`src/rtl/pipe_delay_pkg.sv`:
```
// Shared constants and types for the pipe_delay block.
package pipe_delay_pkg;

  localparam int unsigned DEPTH_MAX    = 16;
  localparam int unsigned DEF_CHANNELS = 4;
  localparam int unsigned DEF_WIDTH    = 12;
  localparam int unsigned DEF_DEPTH    = 4;

  typedef logic [4:0] tap_t;

  // Folds a requested tap into 1..depth: 0 selects the first stage, oversize selects the last.
  function automatic tap_t eff_tap(input tap_t sel, input tap_t depth);
    if (sel == '0)
      return tap_t'(1);
    else if (sel > depth)
      return depth;
    else
      return sel;
  endfunction

endpackage

```
`src/rtl/delay_stage.sv`:
```
// One register stage of the delay chain: data plus valid, with advance enable and flush.
module delay_stage #(
  parameter int unsigned W = 48
) (
  input  logic         clk,
  input  logic         rst_n,
  input  logic         en,
  input  logic         flush,
  input  logic         src_valid,
  input  logic [W-1:0] src_data,
  output logic         valid,
  output logic [W-1:0] data
);

  // Flush drops only the valid bit; the stale data is harmless once unqualified.
  always_ff @(posedge clk or negedge rst_n) begin
    if (!rst_n) begin
      valid <= 1'b0;
      data  <= '0;
    end else if (flush) begin
      valid <= 1'b0;
    end else if (en) begin
      valid <= src_valid;
      data  <= src_data;
    end
  end

endmodule

```
`src/rtl/pipe_delay.sv`:
```
// Multi-channel enable-gated delay line with valid tracking and fill count.
// Define DELAY_RUNTIME_SEL_EN to select the output tap at run time via dly_sel.
module pipe_delay
  import pipe_delay_pkg::*;
#(
  parameter int unsigned CHANNELS = DEF_CHANNELS,
  parameter int unsigned WIDTH    = DEF_WIDTH,
  parameter int unsigned DEPTH    = DEF_DEPTH
) (
  input  logic                      clk,
  input  logic                      rst_n,
  input  logic                      en,
  input  logic                      flush,
  input  logic                      in_valid,
  input  logic [CHANNELS*WIDTH-1:0] in_data,
  input  logic [4:0]                dly_sel,
  output logic                      out_valid,
  output logic [CHANNELS*WIDTH-1:0] out_data,
  output logic [4:0]                fill_cnt
);

  localparam int unsigned W = CHANNELS * WIDTH;

  // Index 0 is the chain input; index k is the output of stage k-1 (tap k).
  logic [W-1:0] chain_data  [DEPTH+1];
  logic         chain_valid [DEPTH+1];

  assign chain_data[0]  = in_data;
  assign chain_valid[0] = in_valid;

  for (genvar k = 0; k < DEPTH; k++) begin : g_stage
    delay_stage #(.W(W)) u_stage (
      .clk       (clk),
      .rst_n     (rst_n),
      .en        (en),
      .flush     (flush),
      .src_valid (chain_valid[k]),
      .src_data  (chain_data[k]),
      .valid     (chain_valid[k+1]),
      .data      (chain_data[k+1])
    );
  end

  always_ff @(posedge clk or negedge rst_n) begin
    if (!rst_n) begin
      fill_cnt <= '0;
    end else if (flush) begin
      fill_cnt <= '0;
    end else if (en) begin
      case ({in_valid, chain_valid[DEPTH]})
        2'b10:   if (fill_cnt < tap_t'(DEPTH)) fill_cnt <= fill_cnt + 5'd1;
        2'b01:   if (fill_cnt != '0) fill_cnt <= fill_cnt - 5'd1;
        default: fill_cnt <= fill_cnt;
      endcase
    end
  end

`ifdef DELAY_RUNTIME_SEL_EN
  tap_t tap;

  assign tap = eff_tap(dly_sel, tap_t'(DEPTH));

  always_comb begin
    out_data  = chain_data[DEPTH];
    out_valid = chain_valid[DEPTH];
    for (int unsigned k = 1; k <= DEPTH; k++) begin
      if (tap == tap_t'(k)) begin
        out_data  = chain_data[k];
        out_valid = chain_valid[k];
      end
    end
  end
`else
  logic unused_dly_sel;

  assign unused_dly_sel = ^dly_sel;
  assign out_data       = chain_data[DEPTH];
  assign out_valid      = chain_valid[DEPTH];
`endif

endmodule
```
`config.mk`:
```
export PLATFORM = sky130hd
export DESIGN_NAME = pipe_delay
export DESIGN_NICKNAME = d
export VERILOG_FILES = /design/src/rtl/pipe_delay_pkg.sv /design/src/rtl/delay_stage.sv /design/src/rtl/pipe_delay.sv
export SDC_FILE = /design/constraint.sdc
export NUM_CORES = 1
export LEC_CHECK = 0
export BUFFER_PORTS_ARGS = -buffer_cell sky130_fd_sc_hd__clkbuf_2
export CORE_MARGIN = 2
export CORE_UTILIZATION = 55
export CTS_CLUSTER_SIZE = 30
export DETAILED_ROUTE_END_ITERATION = 16
export GPL_TIMING_DRIVEN = 0
export PLACE_DENSITY = 0.77
export SYNTH_ARGS = -nofsm -noshare
export SYNTH_HDL_FRONTEND = slang
export SYNTH_HIERARCHICAL = 1
export SYNTH_SLANG_ARGS = --single-unit
```
`constraint.sdc`:
```
create_clock -name clk -period 4.7 [get_ports clk]
set_clock_uncertainty 0.05 [all_clocks]
set_input_delay 0.235 -clock clk [delete_from_list [all_inputs] [get_ports clk]]
set_output_delay 0.235 -clock clk [all_outputs]
set_load 0.01 [all_outputs]
```
; Word-level counts from Yosys, hierarchy flattened
; Cells that the tools add are included.
[classes]
muxes = 13
magnitude_cmp = 1
n_bitwise = 1
reduce_logical = 5
n_addsub = 2
eq_ne = 4
[ops]
columns = op, n
row1 = 5-bit 2-to-1 mux, 4
row2 = 5-bit one-hot mux with 2 select lines, 1
row3 = 1-bit 2-to-1 mux, 8
row4 = "3-bit inequality test, second input constant", 2
row5 = "5-bit by 1-bit adder with 5-bit output, second input constant", 1
row6 = "5-bit by 3-bit < comparator with 1-bit output, second input constant", 1
row7 = 5-bit nonzero test, 1
row8 = "5-bit by 1-bit subtractor with 5-bit output, second input constant", 1
row9 = 4-bit AND reduction, 1
row10 = 3-bit nonzero test, 1
row11 = "2-bit by 1-bit == test with 1-bit output, second input constant", 1
row12 = "2-bit == test, second input constant", 1
row13 = 2-bit AND reduction, 1
row14 = 2-bit nonzero test, 1
row15 = 1-bit NOT, 1
[word_totals]
output_inout_bits = 54
elab_cells = 35
regBits = 201
in_bits = 58

; Depth between registers and ports, before layout
[depth]
word_depth = 5
depth_mapped = 8
ltp_nobuf = 7

; By module
; Netlist, hierarchy kept.
[modules_own_cells]
columns = mod, seq_area_each_um2, n_inst, cells_per_inst, area_per_inst_um2
row1 = delay_stage, 1226.2, 4, 105, 1935.6
row2 = pipe_delay, 125.1, 1, 46, 426.7

; Worst setup path before layout
; Ideal clock, no wire load.
[synth_path]
path_kind = register -> register
startpoint = reg g_stage[3].u_stage.valid
endpoint = reg fill_cnt[4]
required_time_ns = 4.525
arrival_time_ns = 1.778
synth_period_minus_slack_ns = 1.953
setup_slack_ns = 2.747
stages_incl_launch_ff = 9
n_path_buf = 1
setup_time_ns = 0.125
cell_sequence = dfrtp_1 -> nor2b_1 -> buf_2 -> xor2_1 -> ha_1 -> o31ai_1 -> a2bb2oi_1 -> a21oi_2 -> mux2_4
[synth_between]
elab_chain_cells = 4
word_cells_on_any_way = 9
cone_classes = eq/ne: 4 / mux: 3 / reduce/logical: 2
[synth_lines]
columns = item, line_no
row1 = "start, declared", delay_stage.sv:11  ; output logic valid,
row2 = "start signal, assigned", delay_stage.sv:23  ; valid <= src_valid;
row3 = 2-bit by 1-bit == test with 1-bit output or 2-bit == test (tied branches), pipe_delay.sv:50  ; case ({in_valid, chain_valid[DEPTH]})
row4 = 5-bit one-hot mux with 2 select lines, pipe_delay.sv:50
row5 = 5-bit 2-to-1 mux, pipe_delay.sv:49  ; end else if (en) begin
row6 = 5-bit 2-to-1 mux, pipe_delay.sv:47  ; end else if (flush) begin
row7 = "end signal, assigned", pipe_delay.sv:51  ; 2'b10: if (fill_cnt < tap_t'(DEPTH)) fill_cnt <= fill_cnt + 5'd1;
row8 = "end signal, assigned", pipe_delay.sv:52  ; 2'b01: if (fill_cnt != '0) fill_cnt <= fill_cnt - 5'd1;
row9 = "end signal, assigned", pipe_delay.sv:53  ; default: fill_cnt <= fill_cnt;
row10 = "end, declared", pipe_delay.sv:19  ; output logic [4:0] fill_cnt
; Several ways; a longest one is shown, not always the timed one. The select of a mux whose other input is x is not followed.
; A chain may end at the register's enable or synchronous reset.

; Worst setup path after layout
; Ends and elaborated chain as after synthesis.

==> metrics <==
Area contributors post-synth=dfrtp_1, mux2_2, mux2_4, buf_12, buf_4; area share of the largest cell type after synthesis=61.6%; remaining global-route overflow=0; reg2reg end=fill_cnt[4]; gp weighted congestion=0.828; Buf+Inv Stages, Crit Path=1; Port Buf Inserts=around 110; Overall Global Routing Usage=18.7%; max_slew headroom=51.2%; DR iter-0 viols=199; status=completed; R2R Setup Slk=2.60 ns; Worst Hold Class=in -> reg; total power=between 0.005 and 0.006 W; cell area power density=513 nW/um^2; via count=around 4400; synth warn=6; wire per inst=16.9 um; synthesized area=about 8200 sq um; # setup viols final=0; CTS Buffer Depth=3; initial antenna violation count=0; die area=~16000 sq um; Worst R2R Path Depth=8; Final min period=2.10 ns; root buf cell=clkbuf_16; RSZ-0062 raised after global routing=no; post_cts resized=0; Lkg Pwr=between 4 and 5 nW; Seq/Total Area, Yosys=between 60% and 70%; critical path endpoint category=flip-flop; top_reg_cell synth=dfrtp_1; Worst Max-Slew Pin Slew=roughly 0.73 ns; Post-Syn Nets=526; die height=126 um; maximum vdd drop=0.316 mV; cell taking the most area after synthesis=dfrtp_1; FF-to-FF Start=g_stage[3].u_stage/valid; Synth Register Bits=between 200 and 250; core footprint=14500 sq um; Via density=5.20; drt pass-1 iters=4; post-CTS setup buffer count=0; Hold EP=g_stage[0].u_stage/valid; fin. max-slew vios=0; clock sink total=201; Num CTS Buffers=22; CTS tree=yes; Setup Crit Path Kind=reg -> reg; Clock transition at path regs=around 0.060 ns; Fillers=1004; worst hold stages=3; largest net degree at the start of global routing=111; Post-route DRC=0; Commonest cells post-synth=dfrtp_1, mux2_2, mux2_4; CP max FO=8; H-tree depth=1; Post-synth EDFFs=0; hold wc startpoint=in_valid; Critical Path AT=approximately 2.4 ns; count leader, synth=dfrtp_1; period utilization=44.7%; NumNets Final=about 710; cell count after synthesis=approximately 470; Worst path max stage delay=0.43 ns; Ant. Diodes=0; share of cells above drive strength 1=a little under three fifths; post-DP HPWL=9180 um; post-synth cell types=33; vias in the first global route=~4700; Chip Width=126 um; total of max-cap violations=0; global-route wire length before repair=between 20000 and 25000 um; Ports=112; final hold viol count=0; hold buffers post-CTS=49; CP delay by family, top=compound AO/OA/AOI/OAI gates; Critical Path RT=roughly 5 ns; Routed WL=14300 um; asr flop ratio synth=100%; final core area utilization=70.2%; Skew-Pair Late Insertion Delay=0.49 ns; Detail Route Antenna Nets=0; Levels on crit path=8; starting density of the core=between 50 and 60%; Avg Cell Area, Syn=17.5 sq um; Synth-to-Final Area Change=24.8%; slowest cell on the critical path=dfrtp_1; FMAX=about 0.48 GHz; WHS=0.0321 ns; crit path cell chain=nor2b_1, buf_2, xor2_1, ha_1, a31oi_1, a2bb2oi_1, a21oi_2, mux2_4; startpoint types=flip-flop; Rows=44
-- final cells by class --
type                       count  area, sq um  share of cell area, %
buffer                        21          270                   2.65
clock buffer                  29          638                   6.26
clock inverter                 9          103                   1.01
inverter                       2         7.51                 0.0736
multi-input combinational    242         2860                   28.1
sequential                   201         5030                   49.3
tap                          184          230                   2.26
timing repair buffer         156         1060                   10.4
-- metal layers --
metal,track usage (%),vias up,part of all wire [%]
met3,4.08,25,4.5
met5,0,-,0
met2,31.3,102,50
li1,-,2016,-
met4,5.04,0,2.2
met1,25.1,2248,43
-- flip-flops by register name (all words and copies together) (netlist names) --
name and cells:
g_stage.u_stage/data 192, fill_cnt 5, g_stage.u_stage/valid 4
-- stage by stage --
step | setup WS (ns) | area [sq um] | TNS, ns | instances
floorplan | 2.75 | 8170 | 0 | 466
global placement | -0.168 | 8930 | -29.84 | 756
detailed placement | 2.61 | 8970 | 0 | 757
CTS | 2.61 | 10200 | 0 | 844
global route | 2.46 | 10200 | 0 | 844
finish | 2.60 | 10200 | 0 | 844
-- cells by family (layout without fill, tap and decap cells) --
logic type / Yosys count / after routing / share of synthesized area [%]
AOI/OAI and AO/OA: 17 / 17 / 1.56
buffers and inverters: 23 / 217 / 3.40
xor gates and xnor gates: 1 / 1 / 0.107
and+or+nand+nor: 23 / 23 / 1.98
muxes: 199 / 199 / 31.1
adders and majority gates: 2 / 2 / 0.306
DFF: 201 / 201 / 61.6
-- tightest hold or removal path, delay by kind of cell --
family / cells / cell delay, ns
and+or+nand+nor: 1 / 0.09
muxes: 1 / 0.08
buffers and inverters: 1 / 0.12
-- placed cells by master, fill, tap and decap left out, drive strengths merged --
master,Yosys,layout
a21bo,1,1
a21o,2,2
a21oi,6,6
a2bb2oi,1,1
a31o,1,1
a31oi,2,2
buf,21,22
bufinv,0,2
clkbuf,0,135
clkinv,0,7
dfrtp,201,201
dlygate4sd3,0,49
ha,2,2
inv,2,2
mux2,194,194
mux2i,5,5
nand2,1,1
nand3,2,2
nor2,7,7
nor2b,8,8
nor3,1,1
nor3b,1,1
o211ai,1,1
o21ai,2,2
o31ai,1,1
or2,1,1
or3,2,2
xor2,1,1
-- power by group --
| group | total, W | switching, W | internal, W |
|---|---|---|---|
| registers | 0.00247 | 0.000265 | 0.00221 |
| logic | 0.00104 | 0.000378 | 0.000663 |
| clock network | 0.00172 | 0.000657 | 0.00106 |
-- worst max path at each step --
| stage | endpoint | slack (ns) | start |
|---|---|---|---|
| 2_1_floorplan | fill_cnt[4] | 2.75 | g_stage[3].u_stage/valid |
| 3_3_place_gp | g_stage[3].u_stage/data[14] | -0.17 | rst_n |
| 3_5_place_dp | fill_cnt[4] | 2.61 | g_stage[3].u_stage/valid |
| 4_1_cts | fill_cnt[4] | 2.61 | g_stage[3].u_stage/valid |
| 5_1_grt | fill_cnt[4] | 2.46 | g_stage[3].u_stage/valid |
| 6_report | fill_cnt[4] | 2.60 | g_stage[3].u_stage/valid |
Note: power is estimated with default switching activity, not from simulation.
